## src/rtl/uart_rx_pkg.sv

```systemverilog
`default_nettype none
// ============================================================================
// Module   : uart_rx_pkg
// Purpose  : Shared UART definitions: receiver/transmitter FSM state encoding,
//            default frame parameters and a counter-width helper.
// Ports    : none (package)
// Revision : 1.0 - initial release
// ============================================================================
package uart_rx_pkg;

  // Frame defaults: 8 data bits, 16x oversampling, one stop bit.
  localparam int c_DBITS_DEF   = 8;
  localparam int c_SB_TICK_DEF = 16;
  localparam int c_OS_DEF      = 16;

  typedef enum logic [1:0] {
    IDLE  = 2'd0,
    START = 2'd1,
    DATA  = 2'd2,
    STOP  = 2'd3
  } uart_state_t;

  // Bits needed to count 0 .. max_val-1 (never less than one bit).
  function automatic int cnt_width(input int max_val);
    return (max_val <= 2) ? 1 : $clog2(max_val);
  endfunction

endpackage
`default_nettype wire

```

## src/rtl/uart_rx_if.sv

```systemverilog
`default_nettype none
// ============================================================================
// Module   : uart_rx_if
// Purpose  : Receiver-side bundle: serial line and oversample strobe in,
//            received word, completion pulse and framing error out.
// Ports    : rx, s_tick (master -> slave); rx_dout, rx_done_tick,
//            frame_err (slave -> master)
// Revision : 1.0 - initial release
// ============================================================================
interface uart_rx_if
  import uart_rx_pkg::*;
#(
  parameter int DBITS = c_DBITS_DEF
) ();

  logic             rx;
  logic             s_tick;
  logic [DBITS-1:0] rx_dout;
  logic             rx_done_tick;
  logic             frame_err;

  modport master (
    output rx, s_tick,
    input  rx_dout, rx_done_tick, frame_err
  );

  modport slave (
    input  rx, s_tick,
    output rx_dout, rx_done_tick, frame_err
  );

endinterface
`default_nettype wire

```

## src/rtl/uart_rx_sync_2ff.sv

```systemverilog
`default_nettype none
// ============================================================================
// Module   : sync_2ff
// Purpose  : Two-flop synchronizer for a single asynchronous input bit.
// Ports    : clk, reset (async, active low), i_d (async input),
//            o_q (synchronized output). RST_VAL sets both flops on reset.
// Revision : 1.0 - initial release
// ============================================================================
module sync_2ff #(
  parameter logic RST_VAL = 1'b1
) (
  input  wire logic clk,
  input  wire logic reset,
  input  wire logic i_d,
  output logic      o_q
);

  logic r_meta;
  logic r_sync;

  always_ff @(posedge clk or negedge reset) begin
    if (!reset) begin
      r_meta <= RST_VAL;
      r_sync <= RST_VAL;
    end else begin
      r_meta <= i_d;
      r_sync <= r_meta;
    end
  end

  assign o_q = r_sync;

endmodule
`default_nettype wire

```

## src/rtl/uart_rx.sv

```systemverilog
`default_nettype none
// ============================================================================
// Module   : uart_rx
// Purpose  : Oversampling UART receiver. Detects the start bit on a falling
//            edge of the synchronized line, samples each bit at its middle
//            using an external oversample strobe, and reports the word with
//            a one-cycle completion pulse and a stop-bit framing error.
// Ports    : clk, reset (async, active low), bus (uart_rx_if.slave:
//            rx, s_tick in; rx_dout, rx_done_tick, frame_err out)
// Revision : 1.0 - initial release
// ============================================================================
module uart_rx
  import uart_rx_pkg::*;
#(
  parameter int DBITS   = c_DBITS_DEF,
  parameter int SB_TICK = c_SB_TICK_DEF,
  parameter int OS      = c_OS_DEF
) (
  input  wire logic  clk,
  input  wire logic  reset,
  uart_rx_if.slave   bus
);

  localparam int c_SMAX = (OS > SB_TICK) ? OS : SB_TICK;
  localparam int c_SW   = cnt_width(c_SMAX);
  localparam int c_NW   = cnt_width(DBITS);

  localparam logic [c_SW-1:0] c_S_HALF = c_SW'(OS / 2 - 1);
  localparam logic [c_SW-1:0] c_S_BIT  = c_SW'(OS - 1);
  localparam logic [c_SW-1:0] c_S_STOP = c_SW'(SB_TICK - 1);
  localparam logic [c_NW-1:0] c_N_LAST = c_NW'(DBITS - 1);

  uart_state_t      r_state, w_state_nxt;
  logic [c_SW-1:0]  r_s, w_s_nxt;
  logic [c_NW-1:0]  r_n, w_n_nxt;
  logic [DBITS-1:0] r_b, w_b_nxt;
  logic [DBITS-1:0] r_dout, w_dout_nxt;
  logic             r_done, w_done_nxt;
  logic             r_ferr, w_ferr_nxt;
  logic             r_rx_prev;
  logic             w_rx_s;
  logic             w_fall;
  logic [DBITS:0]   w_cat;

  sync_2ff #(.RST_VAL(1'b1)) u_sync (
    .clk   (clk),
    .reset (reset),
    .i_d   (bus.rx),
    .o_q   (w_rx_s)
  );

  // Start is an edge, not a level: after a break the line must return high
  // and fall again before a new frame begins.
  assign w_fall = r_rx_prev & ~w_rx_s;
  // LSB arrives first, so new bits enter at the top and shift down.
  assign w_cat  = {w_rx_s, r_b};

  always_ff @(posedge clk or negedge reset) begin
    if (!reset) begin
      r_state   <= IDLE;
      r_s       <= '0;
      r_n       <= '0;
      r_b       <= '0;
      r_dout    <= '0;
      r_done    <= 1'b0;
      r_ferr    <= 1'b0;
      r_rx_prev <= 1'b1;
    end else begin
      r_state   <= w_state_nxt;
      r_s       <= w_s_nxt;
      r_n       <= w_n_nxt;
      r_b       <= w_b_nxt;
      r_dout    <= w_dout_nxt;
      r_done    <= w_done_nxt;
      r_ferr    <= w_ferr_nxt;
      r_rx_prev <= w_rx_s;
    end
  end

  always_comb begin
    w_state_nxt = r_state;
    w_s_nxt     = r_s;
    w_n_nxt     = r_n;
    w_b_nxt     = r_b;
    w_dout_nxt  = r_dout;
    w_done_nxt  = 1'b0;
    w_ferr_nxt  = 1'b0;
    case (r_state)
      IDLE: begin
        if (w_fall) begin
          w_state_nxt = START;
          w_s_nxt     = '0;
          w_n_nxt     = '0;
        end
      end
      START: begin
        if (bus.s_tick) begin
          if (r_s == c_S_HALF) begin
            // Middle of the start bit: still low means a real frame.
            w_state_nxt = w_rx_s ? IDLE : DATA;
            w_s_nxt     = '0;
            w_n_nxt     = '0;
          end else begin
            w_s_nxt = r_s + 1'b1;
          end
        end
      end
      DATA: begin
        if (bus.s_tick) begin
          if (r_s == c_S_BIT) begin
            w_s_nxt = '0;
            w_b_nxt = w_cat[DBITS:1];
            if (r_n == c_N_LAST) begin
              w_state_nxt = STOP;
              w_n_nxt     = '0;
            end else begin
              w_n_nxt = r_n + 1'b1;
            end
          end else begin
            w_s_nxt = r_s + 1'b1;
          end
        end
      end
      STOP: begin
        if (bus.s_tick) begin
          if (r_s == c_S_STOP) begin
            w_dout_nxt  = r_b;
            w_done_nxt  = 1'b1;
            w_ferr_nxt  = ~w_rx_s;
            w_state_nxt = IDLE;
            w_s_nxt     = '0;
            w_n_nxt     = '0;
          end else begin
            w_s_nxt = r_s + 1'b1;
          end
        end
      end
      default: begin
        w_state_nxt = IDLE;
        w_s_nxt     = '0;
        w_n_nxt     = '0;
      end
    endcase
  end

  assign bus.rx_dout      = r_dout;
  assign bus.rx_done_tick = r_done;
  assign bus.frame_err    = r_ferr;

endmodule
`default_nettype wire

```

## src/flat_wrapper.sv

```systemverilog
// flat-port wrapper written by rule: the top's interface ports become plain ports
module uart_rx_flat import uart_rx_pkg::*;
#(
  parameter int DBITS   = c_DBITS_DEF,
  parameter int SB_TICK = c_SB_TICK_DEF,
  parameter int OS      = c_OS_DEF
)
  (clk, reset, bus_rx, bus_s_tick, bus_rx_dout, bus_rx_done_tick, bus_frame_err);
  uart_rx_if #(.DBITS(DBITS)) bus_i ();
  input  wire logic clk;
  input  wire logic reset;
  input wire logic [$bits(bus_i.rx)-1:0] bus_rx;
  input wire logic [$bits(bus_i.s_tick)-1:0] bus_s_tick;
  output wire logic [$bits(bus_i.rx_dout)-1:0] bus_rx_dout;
  output wire logic [$bits(bus_i.rx_done_tick)-1:0] bus_rx_done_tick;
  output wire logic [$bits(bus_i.frame_err)-1:0] bus_frame_err;
  assign bus_i.rx = bus_rx;
  assign bus_i.s_tick = bus_s_tick;
  assign bus_rx_dout = bus_i.rx_dout;
  assign bus_rx_done_tick = bus_i.rx_done_tick;
  assign bus_frame_err = bus_i.frame_err;
  uart_rx #(.DBITS(DBITS), .SB_TICK(SB_TICK), .OS(OS)) u_core (.clk(clk), .reset(reset), .bus(bus_i));
endmodule
```

## config.mk

```make
export PLATFORM = sky130hd
export DESIGN_NAME = uart_rx_flat
export DESIGN_NICKNAME = d
export VERILOG_FILES = /design/src/rtl/uart_rx_pkg.sv /design/src/rtl/uart_rx_if.sv /design/src/rtl/uart_rx_sync_2ff.sv /design/src/rtl/uart_rx.sv /design/src/flat_wrapper.sv
export SDC_FILE = /design/constraint.sdc
export NUM_CORES = 1
export LEC_CHECK = 0
export ABC_AREA = 1
export CORE_MARGIN = 4
export CORE_UTILIZATION = 45
export CTS_CLUSTER_DIAMETER = 60
export CTS_CLUSTER_SIZE = 16
export DETAILED_ROUTE_END_ITERATION = 8
export HOLD_SLACK_MARGIN = 0.06
export PLACE_DENSITY = 0.71
export SYNTH_ARGS = -nofsm -noshare
export SYNTH_HDL_FRONTEND = slang
export SYNTH_SLANG_ARGS = --single-unit
```

## constraint.sdc

```tcl
create_clock -name clk -period 3.3 [get_ports clk]
set_input_delay 0.33 -clock clk [delete_from_list [all_inputs] [get_ports clk]]
set_output_delay 0.33 -clock clk [all_outputs]
set_load 0.03 [all_outputs]
```

# Word level (Yosys, flattened, before mapping)
# Cells that the tools add are included.
dict set report totals {
  mem_count 0
  register_bits 30
  latchBits 0
  out_inout_bits 10
  in_bits 4
  word_cells 67
  rom_bits 0
  ram_bits 0
}
dict set report op_classes {
  add_sub_neg 2
  mul 0
  n_mux 31
  div_mod_pow 0
  shifts 0
  bitwise 2
  magnitude_cmp 0
  n_reduce_logical 7
  n_eq_ne 15
}
# operator n
set ops {}
lappend ops {{3-bit 2-to-1 mux} 8}
lappend ops {{4-bit 2-to-1 mux} 5}
lappend ops {{2-bit 2-to-1 mux} 9}
lappend ops {{2-bit by 1-bit inequality test with 1-bit output, second input constant} 6}
lappend ops {{3-bit one-hot mux with 4 select lines} 1}
lappend ops {{4-bit one-hot mux with 3 select lines} 1}
lappend ops {{3-bit AND reduction} 3}
lappend ops {{2-bit one-hot mux with 4 select lines} 1}
lappend ops {{8-bit AND reduction} 1}
lappend ops {{7-bit AND reduction} 1}
lappend ops {{1-bit 2-to-1 mux} 6}
lappend ops {{2-bit inequality test, second input constant} 3}
lappend ops {{4-bit by 1-bit adder with 4-bit output, second input constant} 1}
lappend ops {{2-bit equality test, second input constant} 2}
lappend ops {{4-bit by 3-bit equality test with 1-bit output, second input constant} 1}
lappend ops {{4-bit equality test, second input constant} 1}
lappend ops {{3-bit by 1-bit adder with 3-bit output, second input constant} 1}
lappend ops {{3-bit equality test, second input constant} 1}
lappend ops {{2-bit by 1-bit equality test with 1-bit output, second input constant} 1}
lappend ops {{2-bit zero test} 1}
lappend ops {{2-bit OR reduction} 1}
lappend ops {{1-bit AND} 1}
lappend ops {{1-bit NOT} 1}

# Logic depth before layout (Yosys ltp)
dict set report depth {
  ltp_word 5
  mapped_depth 8
  depth_no_buf 8
}

# By module
# A second synthesis with hierarchy kept.
dict set report hier_totals {
  cells_unflattened 138
  hier_area_um2 1307.5
}
# mod seq_area_each_um2 cells_each area_each_um2 n_inst
set modules_own_cells {}
lappend modules_own_cells {uart_rx 701.9 136 1255.0 1}
lappend modules_own_cells {sync_2ff 52.6 2 52.6 1}

# Least setup slack after synthesis
# OpenSTA, ideal clock, no wires.
dict set report synth_path {
  path_type {reg-to-reg}
  from {reg u_core.r_s[0]}
  to {reg u_core.r_b[0]}
  setup_time_ns 0.126
  arrival_ns 1.229
  required_time_ns 3.174
  path_stages_with_launch 6
  slack_ns 1.945
  path_cell_list {dfrtp_1 -> ha_1 -> nand3_2 -> nor4_4 -> buf_6 -> o21ai_0}
}
dict set report synth_between {
  elab_chain_cells 2
}
# element line
set synth_lines {}
lappend synth_lines {{start, declared} uart_rx.sv:34} ;# logic [c_SW-1:0] r_s, w_s_nxt;
lappend synth_lines {{start signal, assigned} uart_rx.sv:70} ;# r_s <= w_s_nxt;
lappend synth_lines {{4-bit equality test} uart_rx.sv:110} ;# if (r_s == c_S_BIT) begin
lappend synth_lines {{3-bit AND reduction (no line)} -}
lappend synth_lines {{end signal, assigned} uart_rx.sv:72} ;# r_b <= w_b_nxt;
lappend synth_lines {{end, declared} uart_rx.sv:36} ;# logic [DBITS-1:0] r_b, w_b_nxt;
# No other way between the ends.
# A chain may end at the register's enable or synchronous reset.

# Worst setup path in the final report
dict set report layout_path {
  from {reg u_core.r_s[0]}
  to {reg u_core.r_b[1]}
}
# The elaborated chain is that of the path after synthesis.

==> run metrics <==
vias in the first global route ~940; Final Cycle Share between 50% and 60%; Max-slew headroom 48.7%; first-pass GRT wire length ~4.0 mm; status complete, no violations; FF+latch area 754 um2; f_max between 500 and 600 MHz; post_cts resized 0; area of the multi-input gates 468 um2; RSZ-0062 raised after global routing no; dpl cells ~190; Post-Syn Area per Cell approximately 9 um2; synth unique cells 20; largest net degree at the start of global routing 31; GRT Residual Overflow 0; Antenna Nets Post-Route 0; vias per cell 5.05; CP max FO 16; worst hold path type flop to flop; drt wl/cell between 10 and 15 um; Synth Instances between 100 and 150; clock buffer depth 2; die area between 3000 and 4000 um2; setup TNS 0 ps; layout filler cell count 268; async set or reset register ratio after synthesis 100%; Residual DRC 0; CP startpoint kind flop; First-pass DRT Iterations 4; GRT Util Overall ~15%; Yosys reg bits 30; die height between 60 and 70 um; Max Cap Viol 0; endpoints failing setup 0; static leakage 0.000755 uW; initial drt markers 30; Post-CTS Setup Bufs 0; GP Congestion 0.824; top cells by count, synth nand2_1 (43), dfrtp_1 (27), inv_1 (17), o21ai_0 (17), nor2_1 (9); Root Buffer clkbuf_4; Area growth syn-to-layout 15.7%; Port Buf Inserts 13; antenna violations before repair 0; I/O pins 14; hold_buf cts 0; Final Routed Wirelength ~2.4 mm; n_diodes 0; final cell count without fillers roughly 190; H-tree depth 2; maximum VDD drop slightly below 0.4 mV; register area share after synthesis between 50 and 60%; Num CTS Buffers 5; Core Rows 19; CP required between 3000 and 4000 ps; Die Wd between 60 and 70 um; slew of the pin with the lowest slew margin roughly 760 ps; Core Box Area 2760 um2; Post-Syn Area 1310 um2; EDFF count, synth 0; pwr/cell area roughly 580 nW/um2; synth top area cells dfrtp_1 (52%), nand2_1 (12%), o21ai_0 (6.5%); Reg clk slew, reported paths 90 ps; CTS tree built; Initial Util a little under half; Synth Warn # 0; crit path kind flop to flop; post-DP HPWL about 1.7 mm; worst clock skew about 9 ps; CTS sink cnt 30; clock latency on the worst-skew pair roughly 330 ps; Vias 969; largest area contributor in the netlist dfrtp_1; nets@finish 168; Most used DFF post-synth dfrtp_1; Crit. End Element flop; tightest hold margin roughly 360 ps; Worst Path Arrival between 1500 and 2000 ps; final worst path period need around 1700 ps; Net Count, Synth about 150; fin. max-slew vios 0; share of the synthesized area in the top cell type 51.7%; most numerous cell in the Yosys netlist nand2_1; Hold Fails Final Rpt 0; fraction of layout cells with a size suffix above 1 a little over a tenth
==> metal layers <==
layer,up-vias,global-route usage (%),wire length (um)
met4,0,6.36,42
met3,6,7.44,157
li1,488,-,-
met2,19,24.4,1190
met5,-,0,0
met1,456,16.7,1010
==> critical path, stage by stage (launching register included) <==
cell and delay, ps:
dfrtp_1 390, ha_1 250, nand3_2 160, nor4_4 600, o21ai_0 170
==> where the power goes <==
| part | switching, uW | leakage, uW | internal [uW] |
|---|---|---|---|
| clock network | 118 | 0.0000254 | 80.1 |
| registers | 43.0 | 0.000385 | 405 |
| logic | 149 | 0.000345 | 74.8 |
==> logic make-up (layout without fill, tap and decap cells) <==
| kind of cell | Yosys count | after routing | synth area share, % |
|---|---|---|---|
| AND/OR/NAND/NOR | 65 | 65 | 22.5 |
| flip-flops | 30 | 30 | 57.8 |
| AO/OA/AOI/OAI | 23 | 23 | 9.77 |
| buffers and inverters | 20 | 39 | 6.42 |
| adder cells (fa/ha/maj) | 3 | 3 | 2.87 |
| XOR/XNOR | 1 | 1 | 0.671 |
==> through the flow <==
| step | power, uW | setup WS, ps | utilization (%) | area [um2] |
|---|---|---|---|---|
| global placement | 664 | 1420 | 53.2 | 1470 |
| detailed placement | 678 | 1350 | 53.2 | 1470 |
| CTS | 882 | 1530 | 54.8 | 1510 |
| global route | 942 | 1420 | 54.8 | 1510 |
| finish | 870 | 1580 | 54.8 | 1510 |
| floorplan | 618 | 1940 | - | 1310 |
==> layout make-up <==
type,instances,area share (%)
flip-flops and latches,30,49.9
multi-input cells,92,31.0
repair buffers,14,9.11
inverters,18,4.47
clock buffers,7,2.98
well taps,31,2.57
==> placed cells by master (no fill, tap or decap) <==
| master | netlist | final |
|---|---|---|
| nor4_4 | 1 | 1 |
| xor2_1 | 1 | 1 |
| a22o_1 | 1 | 1 |
| nand3b_1 | 2 | 2 |
| clkbuf_4 | 0 | 5 |
| o21ai_2 | 2 | 2 |
| buf_4 | 0 | 1 |
| o21ai_0 | 17 | 17 |
| o22ai_1 | 1 | 1 |
| nand2_2 | 2 | 2 |
| nand3_1 | 6 | 6 |
| dfrtp_1 | 27 | 27 |
| nor2_1 | 9 | 9 |
| clkdlybuf4s50_1 | 0 | 13 |
| a21oi_1 | 2 | 2 |
| dfstp_2 | 3 | 3 |
| nand3_2 | 2 | 2 |
| clkbuf_1 | 0 | 2 |
| inv_2 | 1 | 1 |
| nand2_1 | 43 | 43 |
| ha_1 | 3 | 3 |
| inv_1 | 17 | 17 |
==> registers in the layout, indices dropped and copies added, names as in the netlist, named ones only <==
register and count:
u_core.r_rx_prev 1, u_core.r_s 4, u_core.bus.frame_err 1, u_core.bus.rx_done_tick 1
u_core.u_sync.o_q 1, u_core.r_b 8, u_core.bus.rx_dout 8, u_core.r_n 3
u_core.u_sync.r_meta 1, u_core.r_state 1
==> worst paths after layout <==
path                                           start                end  slack [ps]  cells after the start
worst max-delay path                   u_core.r_s[0]      u_core.r_b[1]        1580                      4
worst min-delay path            u_core.u_sync.r_meta  u_core.u_sync.o_q         360                      0
worst max register to register         u_core.r_s[0]      u_core.r_b[1]        1580                      4
worst min register to register  u_core.u_sync.r_meta  u_core.u_sync.o_q         360                      0
max in group asynchronous                      reset   u_core.r_rx_prev        2600                      2
min in group asynchronous                      reset      u_core.r_n[2]         380                      2
Power figures use the tool's default switching activity.
